$ cat config.mk
export PLATFORM = sky130hd
export DESIGN_NAME = muldiv_sequencer_flat
export DESIGN_NICKNAME = d
export VERILOG_FILES = /design/src/rtl/muldiv_sequencer_if.sv /design/src/rtl/muldiv_sequencer.sv /design/src/flat_wrapper.sv
export SDC_FILE = /design/constraint.sdc
export NUM_CORES = 1
export LEC_CHECK = 0
export ABC_CLOCK_PERIOD_IN_PS = 5440
export BUFFER_PORTS_ARGS = -buffer_cell sky130_fd_sc_hd__buf_2
export CORE_UTILIZATION = 36
export CTS_CLUSTER_DIAMETER = 30
export DETAILED_ROUTE_END_ITERATION = 8
export PLACE_DENSITY = 0.51
export SLEW_MARGIN = 40
export SYNTH_ARGS = -nofsm -noshare
export SYNTH_HDL_FRONTEND = slang
export SYNTH_SLANG_ARGS = --single-unit
$ cat constraint.sdc
create_clock -name clk -period 5.44 [get_ports clk]
set_input_delay 1.088 -clock clk [delete_from_list [all_inputs] [get_ports clk]]
set_output_delay 1.088 -clock clk [all_outputs]
set_load 0.1 [all_outputs]
$ cat src/rtl/muldiv_sequencer_if.sv
// Handshake/data bundle between decode/EX and the iterative RV32M unit.
// The master side issues ops; the slave side is the unit.
interface muldiv_sequencer_if #(
  parameter int XLEN = 32
);
  logic            start_i;
  logic            flush_i;
  logic [2:0]      funct3_i;
  logic [XLEN-1:0] op_a_i;
  logic [XLEN-1:0] op_b_i;
  logic            stall_o;
  logic            busy_o;
  logic            done_o;
  logic [XLEN-1:0] result_o;

  modport master (
    output start_i, flush_i, funct3_i,
    output op_a_i, op_b_i,
    input  stall_o, busy_o, done_o,
    input  result_o
  );

  modport slave (
    input  start_i, flush_i, funct3_i,
    input  op_a_i, op_b_i,
    output stall_o, busy_o, done_o,
    output result_o
  );
endinterface

$ cat src/rtl/muldiv_sequencer.sv
// Iterative RV32M multiply/divide unit: 1 bit per cycle shift-add
// multiply and restoring divide, with sign fixup and special cases.
module muldiv_sequencer #(
  parameter int XLEN = 32
) (
  input  logic               clk,
  input  logic               rst,
  muldiv_sequencer_if.slave  io
);
  localparam int CW = $clog2(XLEN);
  localparam int AW = 2 * XLEN;

  typedef enum logic [1:0] {
    IDLE, CALC, FIX, DONE
  } state_t;

  state_t          state_q, state_d;
  logic [CW-1:0]   cnt_q, cnt_d;
  logic [AW-1:0]   acc_q, acc_d;
  logic [XLEN-1:0] bmag_q, bmag_d;
  logic [2:0]      f3_q, f3_d;
  logic            sa_q, sa_d;
  logic            neg_q, neg_d;
  logic [XLEN-1:0] res_q, res_d;

  logic [XLEN-1:0] min_v;
  logic            sgn_a, sgn_b;
  logic [XLEN-1:0] a_mag, b_mag;
  logic            b_zero, ovf, special;
  logic [XLEN-1:0] spec_res;

  assign min_v = {1'b1, {(XLEN-1){1'b0}}};

  // MULH/DIV/REM treat both operands as signed; MULHSU only rs1
  assign sgn_a = io.op_a_i[XLEN-1] &
                 ((io.funct3_i == 3'b001) |
                  (io.funct3_i == 3'b010) |
                  (io.funct3_i == 3'b100) |
                  (io.funct3_i == 3'b110));
  assign sgn_b = io.op_b_i[XLEN-1] &
                 ((io.funct3_i == 3'b001) |
                  (io.funct3_i == 3'b100) |
                  (io.funct3_i == 3'b110));

  assign a_mag = sgn_a ? (~io.op_a_i + 1'b1) : io.op_a_i;
  assign b_mag = sgn_b ? (~io.op_b_i + 1'b1) : io.op_b_i;

  assign b_zero = (io.op_b_i == '0);
  assign ovf = ~io.funct3_i[0] &
               (io.op_a_i == min_v) &
               (io.op_b_i == '1);
  assign special = io.funct3_i[2] & (b_zero | ovf);

  always_comb begin
    spec_res = '0;
    if (b_zero)
      spec_res = io.funct3_i[1] ? io.op_a_i : '1;
    else
      spec_res = io.funct3_i[1] ? '0 : min_v;
  end

  logic [XLEN:0]   mul_sum;
  logic [AW-1:0]   mul_nxt;
  logic [XLEN:0]   div_shl;
  logic [XLEN:0]   div_dif;
  logic [AW-1:0]   div_nxt;

  assign mul_sum = {1'b0, acc_q[AW-1:XLEN]} + {1'b0, bmag_q};
  assign mul_nxt = acc_q[0]
                 ? {mul_sum, acc_q[XLEN-1:1]}
                 : {1'b0, acc_q[AW-1:1]};

  // Remainder stays below |b|, so XLEN+1 bits cover the trial subtract
  assign div_shl = {acc_q[AW-1:XLEN], acc_q[XLEN-1]};
  assign div_dif = div_shl - {1'b0, bmag_q};
  assign div_nxt = div_dif[XLEN]
                 ? {div_shl[XLEN-1:0], acc_q[XLEN-2:0], 1'b0}
                 : {div_dif[XLEN-1:0], acc_q[XLEN-2:0], 1'b1};

  logic [AW-1:0]   prod;
  logic [XLEN-1:0] quot, rem;

  assign prod = neg_q ? (~acc_q + 1'b1) : acc_q;
  assign quot = neg_q ? (~acc_q[XLEN-1:0] + 1'b1)
                      : acc_q[XLEN-1:0];
  assign rem  = sa_q ? (~acc_q[AW-1:XLEN] + 1'b1)
                     : acc_q[AW-1:XLEN];

  always_comb begin
    state_d = state_q;
    cnt_d   = cnt_q;
    acc_d   = acc_q;
    bmag_d  = bmag_q;
    f3_d    = f3_q;
    sa_d    = sa_q;
    neg_d   = neg_q;
    res_d   = res_q;
    unique case (state_q)
      IDLE: begin
        if (io.start_i && !io.flush_i) begin
          f3_d   = io.funct3_i;
          acc_d  = {{XLEN{1'b0}}, a_mag};
          bmag_d = b_mag;
          sa_d   = sgn_a;
          neg_d  = sgn_a ^ sgn_b;
          if (special) begin
            res_d   = spec_res;
            state_d = DONE;
          end else begin
            cnt_d   = CW'(XLEN - 1);
            state_d = CALC;
          end
        end
      end
      CALC: begin
        acc_d = f3_q[2] ? div_nxt : mul_nxt;
        cnt_d = cnt_q - 1'b1;
        if (cnt_q == '0)
          state_d = FIX;
      end
      FIX: begin
        unique case (1'b1)
          (f3_q == 3'b000):
            res_d = prod[XLEN-1:0];
          (!f3_q[2] && f3_q != 3'b000):
            res_d = prod[AW-1:XLEN];
          (f3_q[2] && !f3_q[1]):
            res_d = quot;
          (f3_q[2] && f3_q[1]):
            res_d = rem;
          default:
            res_d = res_q;
        endcase
        state_d = DONE;
      end
      DONE: state_d = IDLE;
      default: state_d = IDLE;
    endcase
    if (io.flush_i) begin
      state_d = IDLE;
      res_d   = res_q;
    end
  end

  always_ff @(posedge clk or posedge rst) begin
    if (rst) begin
      state_q <= IDLE;
      cnt_q   <= '0;
      acc_q   <= '0;
      bmag_q  <= '0;
      f3_q    <= '0;
      sa_q    <= 1'b0;
      neg_q   <= 1'b0;
      res_q   <= '0;
    end else begin
      state_q <= state_d;
      cnt_q   <= cnt_d;
      acc_q   <= acc_d;
      bmag_q  <= bmag_d;
      f3_q    <= f3_d;
      sa_q    <= sa_d;
      neg_q   <= neg_d;
      res_q   <= res_d;
    end
  end

  assign io.stall_o = ((state_q == IDLE) & io.start_i &
                       ~io.flush_i) |
                      (state_q == CALC) |
                      (state_q == FIX);
  assign io.busy_o   = (state_q != IDLE);
  assign io.done_o   = (state_q == DONE);
  assign io.result_o = res_q;
endmodule

$ cat src/flat_wrapper.sv
// flat-port wrapper written by rule: the top's interface ports become plain ports
module muldiv_sequencer_flat 
#(
  parameter int XLEN = 32
)
  (clk, rst, io_start_i, io_flush_i, io_funct3_i, io_op_a_i, io_op_b_i, io_stall_o, io_busy_o, io_done_o, io_result_o);
  muldiv_sequencer_if #(.XLEN(XLEN)) io_i ();
  input  logic clk;
  input  logic rst;
  input wire logic [$bits(io_i.start_i)-1:0] io_start_i;
  input wire logic [$bits(io_i.flush_i)-1:0] io_flush_i;
  input wire logic [$bits(io_i.funct3_i)-1:0] io_funct3_i;
  input wire logic [$bits(io_i.op_a_i)-1:0] io_op_a_i;
  input wire logic [$bits(io_i.op_b_i)-1:0] io_op_b_i;
  output wire logic [$bits(io_i.stall_o)-1:0] io_stall_o;
  output wire logic [$bits(io_i.busy_o)-1:0] io_busy_o;
  output wire logic [$bits(io_i.done_o)-1:0] io_done_o;
  output wire logic [$bits(io_i.result_o)-1:0] io_result_o;
  assign io_i.start_i = io_start_i;
  assign io_i.flush_i = io_flush_i;
  assign io_i.funct3_i = io_funct3_i;
  assign io_i.op_a_i = io_op_a_i;
  assign io_i.op_b_i = io_op_b_i;
  assign io_stall_o = io_i.stall_o;
  assign io_busy_o = io_i.busy_o;
  assign io_done_o = io_i.done_o;
  assign io_result_o = io_i.result_o;
  muldiv_sequencer #(.XLEN(XLEN)) u_core (.clk(clk), .rst(rst), .io(io_i));
endmodule
==> flow_metrics.py <==
metrics = {
    "cts": {
        "cts_hold_buffers": 0,
        "cts-resized-gates": 0,
        "numCtsBuffers": 17,
        "clk_pin_slew_ns": 0.07,
        "clockRootBuffer": "clkbuf_16",
        "worstSkewPairLatency_ns": 0.47,
        "cts_tree": "built",
        "cts_htree_levels": 4,
        "cts_sinks": 140,
        "cts_setup_buffers": 0,
        "cts_max_path_buffers": 2,
    },
    "logic_synthesis": {
        "netlist_area_sq_um": 14600,
        "synth_cell_types": 87,
        "synth_common_cells": "nand2_1, o21ai_0, nor2_1",
        "synth-main-ff-cell": "dfrtp_1",
        "yosysWarnings": 0,
        "syn_area_per_cell_sq_um": 7.48,
        "yosysTopAreaCell": "dfrtp_1",
        "synth_most_common_cell": "nand2_1",
        "ys_ff_latch": 140,
        "synth_area_leaders": "dfrtp_1, o21ai_0, nand2_1",
        "syn_nets": 2097,
        "synth_seq_area_share_pct": 24.0,
        "yosysTopAreaCellShare_pct": 24.0,
        "async_reset_ff_share_pct": 100,
        "synth_edf_count": 0,
        "synthCells": 1948,
    },
    "worst_setup_path": {
        "r2r_slack_ns": 1.08,
        "r2r_cells": 13,
        "worst_ep_arrival_time_ns": 4.72,
        "worstSetupPathType": "reg -> reg",
        "rr_startpoint": "u_core.acc_q[32]$_DFFE_PP0P_",
        "r2r-end": "u_core.acc_q[43]$_DFFE_PP0P_",
        "end_kind": "flop",
        "crit_path_start_kind": "flop",
        "worst_ep_required_time_ns": 5.80,
        "cp_max_fo": 20,
    },
    "timing": {
        "rsz0062_at_grt": "no",
        "drv_slew": 0,
        "hold_slack_ns": 0.486,
        "tns_ns": 0,
        "max_slew_margin_pct": 44.3,
        "fmax_mhz": 229,
        "setup_viol": 0,
        "period_minus_slack_ns": 4.36,
        "fin_skew_ns": 0.0134,
        "hold_viol_final": 0,
        "worst_pin_slew_ns": 0.833,
        "post-route-period-util_pct": 80.2,
    },
    "cells_and_area": {
        "n_fill_cell": 4210,
        "drive_gt1_share_pct": 10.9,
        "utilization_pct": 40.5,
        "antenna_cells": 0,
        "finish.cell_count_without_fillers": 2514,
        "final_area_sq_um": 16100,
        "seqCellArea_sq_um": 3510,
        "area_growth_syn_to_layout_pct": 10.8,
        "multi_input_area_sq_um": 10300,
        "final_nets": 2125,
    },
    "global_route": {
        "grt-ovfl-total": 0,
        "antenna_found_initial": 0,
        "gr-usage-all-layers_pct": 26.9,
        "grt_max_degree": 81,
        "grt_first_pass_wirelength_mm": 85.0,
        "grt_pass1_vias": 14077,
    },
    "placed_design": {
        "placedCellCount": 2482,
        "dp.final_hpwl_mm": 42.1,
        "gp_congestion": 0.948,
        "placed_area_sq_um": 15500,
        "portBuffers": 105,
    },
    "floorplan": {
        "rows": 73,
        "coreArea_sq_um": 39800,
        "die-area_sq_um": 41300,
        "initial_core_util_pct": 36.6,
        "die_w_um": 203,
        "io-pin-count": 106,
        "die_y_um": 203,
    },
    "routing": {
        "vias_per_cell": 5.91,
        "dr_wl_met2_mm": 24.0,
        "drt_iter0_markers": 1293,
        "wl_met1_mm": 25.6,
        "wirelength_mm": 55.1,
        "wl_met3_mm": 3.30,
        "highest_layer": "met4",
        "dr.pass1.iters": 5,
        "route.detailed.drc": 0,
        "vias": 14854,
        "ant_nets": 0,
        "wl_per_cell_um": 21.9,
    },
    "power": {
        "p_leak_nw": 6.85,
        "p_comb_share_pct": 68.8,
        "p_sw_share_pct": 57.1,
        "p_sw_mw": 6.46,
        "sequentialPowerShare_pct": 20.4,
        "intPower_mw": 4.85,
        "peakVddDrop_v": 0.000301,
        "power.density_nw_per_um2": 700,
        "power_frac_clock_pct": 10.7,
    },
    "flow_run": {
        "max_cap_violations": 0,
    },
    "worst_hold_path": {
        "hold_depth": 1,
        "hold_start": "u_core.cnt_q[3]$_DFFE_PP0P_",
        "whs_endpoint": "u_core.cnt_q[3]$_DFFE_PP0P_",
        "hold_class": "reg -> reg",
    },
    "outcome": {
        "outcome": "finished clean",
    },
}
flip-flops by register name, summed over array words and instances, names as in the netlist:
signal and cells:
u_core.acc_q 64, u_core.bmag_q 32, u_core.io.result_o 32, u_core.cnt_q 5, u_core.f3_q 3, u_core.state_q 2
u_core.neg_q 1, u_core.sa_q 1
power groups by stage:
| stage | Clock, mW | Combinational [mW] | Sequential (mW) |
|---|---|---|---|
| 5_1_grt | 1.28 | 8.52 | 2.37 |
| 6_report | 1.21 | 7.78 | 2.31 |
| 4_1_cts | 1.24 | 7.68 | 2.29 |
| 3_3_place_gp | 0 | 7.63 | 2.30 |
| 3_5_place_dp | 0 | 7.64 | 2.31 |
| 2_1_floorplan | 0 | 5.30 | 2.59 |
layer usage:
metal	up-vias	GRT usage, %
met3	92	3.79
met4	0	12.7
met2	496	40.2
met5	-	0
met1	7171	38.1
li1	7095	-
worst max path at each step:
stage | start | endpoint | slack, ns | depth (start not counted)
after detailed placement | u_core.acc_q[32]$_DFFE_PP0P_ | u_core.acc_q[43]$_DFFE_PP0P_ | 1.11 | 13
after global routing | u_core.acc_q[32]$_DFFE_PP0P_ | u_core.acc_q[43]$_DFFE_PP0P_ | 0.68 | 13
after CTS | u_core.acc_q[32]$_DFFE_PP0P_ | u_core.acc_q[43]$_DFFE_PP0P_ | 1.08 | 13
after floorplan | rst | u_core.acc_q[0]$_DFFE_PP0P_ | 0.60 | 1
final | u_core.acc_q[32]$_DFFE_PP0P_ | u_core.acc_q[43]$_DFFE_PP0P_ | 1.08 | 13
after global placement | u_core.acc_q[32]$_DFFE_PP0P_ | u_core.acc_q[43]$_DFFE_PP0P_ | 1.16 | 13
kinds of logic (layout without fill, tap and decap cells):
| logic type | after synthesis | count (layout) | share of synthesized area [%] |
|---|---|---|---|
| AO/OA/AOI/OAI | 635 | 635 | 27.1 |
| XOR/XNOR | 187 | 187 | 11.3 |
| adder cells (fa/ha/maj) | 78 | 78 | 6.80 |
| buffers and inverters | 205 | 246 | 5.49 |
| flip-flops | 140 | 140 | 24.0 |
| multiplexers | 77 | 77 | 5.31 |
| AND/OR/NAND/NOR | 626 | 626 | 20.0 |
metrics by stage:
step | total power [mW] | worst slack, ns
2_1_floorplan | 7.88 | 0.599
3_3_place_gp | 9.93 | 1.16
3_5_place_dp | 9.95 | 1.11
4_1_cts | 11.2 | 1.08
5_1_grt | 12.2 | 0.680
6_report | 11.3 | 1.08
worst max-delay path, stage by stage (launching register included):
cell and delay (ns):
dfrtp_1 0.53, inv_1 0.17, fa_1 0.43, nand2b_1 0.19
a211o_1 0.28, a31oi_1 0.38, a31oi_1 0.27, o31ai_2 0.33
a221oi_1 0.24, xnor2_4 0.55, buf_4 0.38, mux2i_1 0.23
a21oi_1 0.09, a21o_1 0.17
final cells by class:
cell class	count	share of cell area, %
clock buffers	22	2.94
clock inverters	10	0.713
inverters	74	1.77
multi-input cells	1603	63.9
flip-flops and latches	140	21.7
well taps	525	4.07
repair buffers	140	4.88
cell usage in the layout, fill, tap and decap left out, types with 34 or more instances in the layout:
| cell | instances |
|---|---|
| nand2_1 | 254 |
| o21ai_0 | 238 |
| nor2_1 | 156 |
| dfrtp_1 | 137 |
| a21oi_1 | 124 |
| buf_2 | 105 |
| xnor2_1 | 94 |
| xor2_1 | 92 |
| ha_1 | 75 |
| mux2i_1 | 74 |
| inv_1 | 71 |
| o31ai_1 | 35 |
| buf_4 | 35 |
| nand3_1 | 34 |
| a31oi_1 | 34 |
Note: power is estimated with default switching activity, not from simulation.
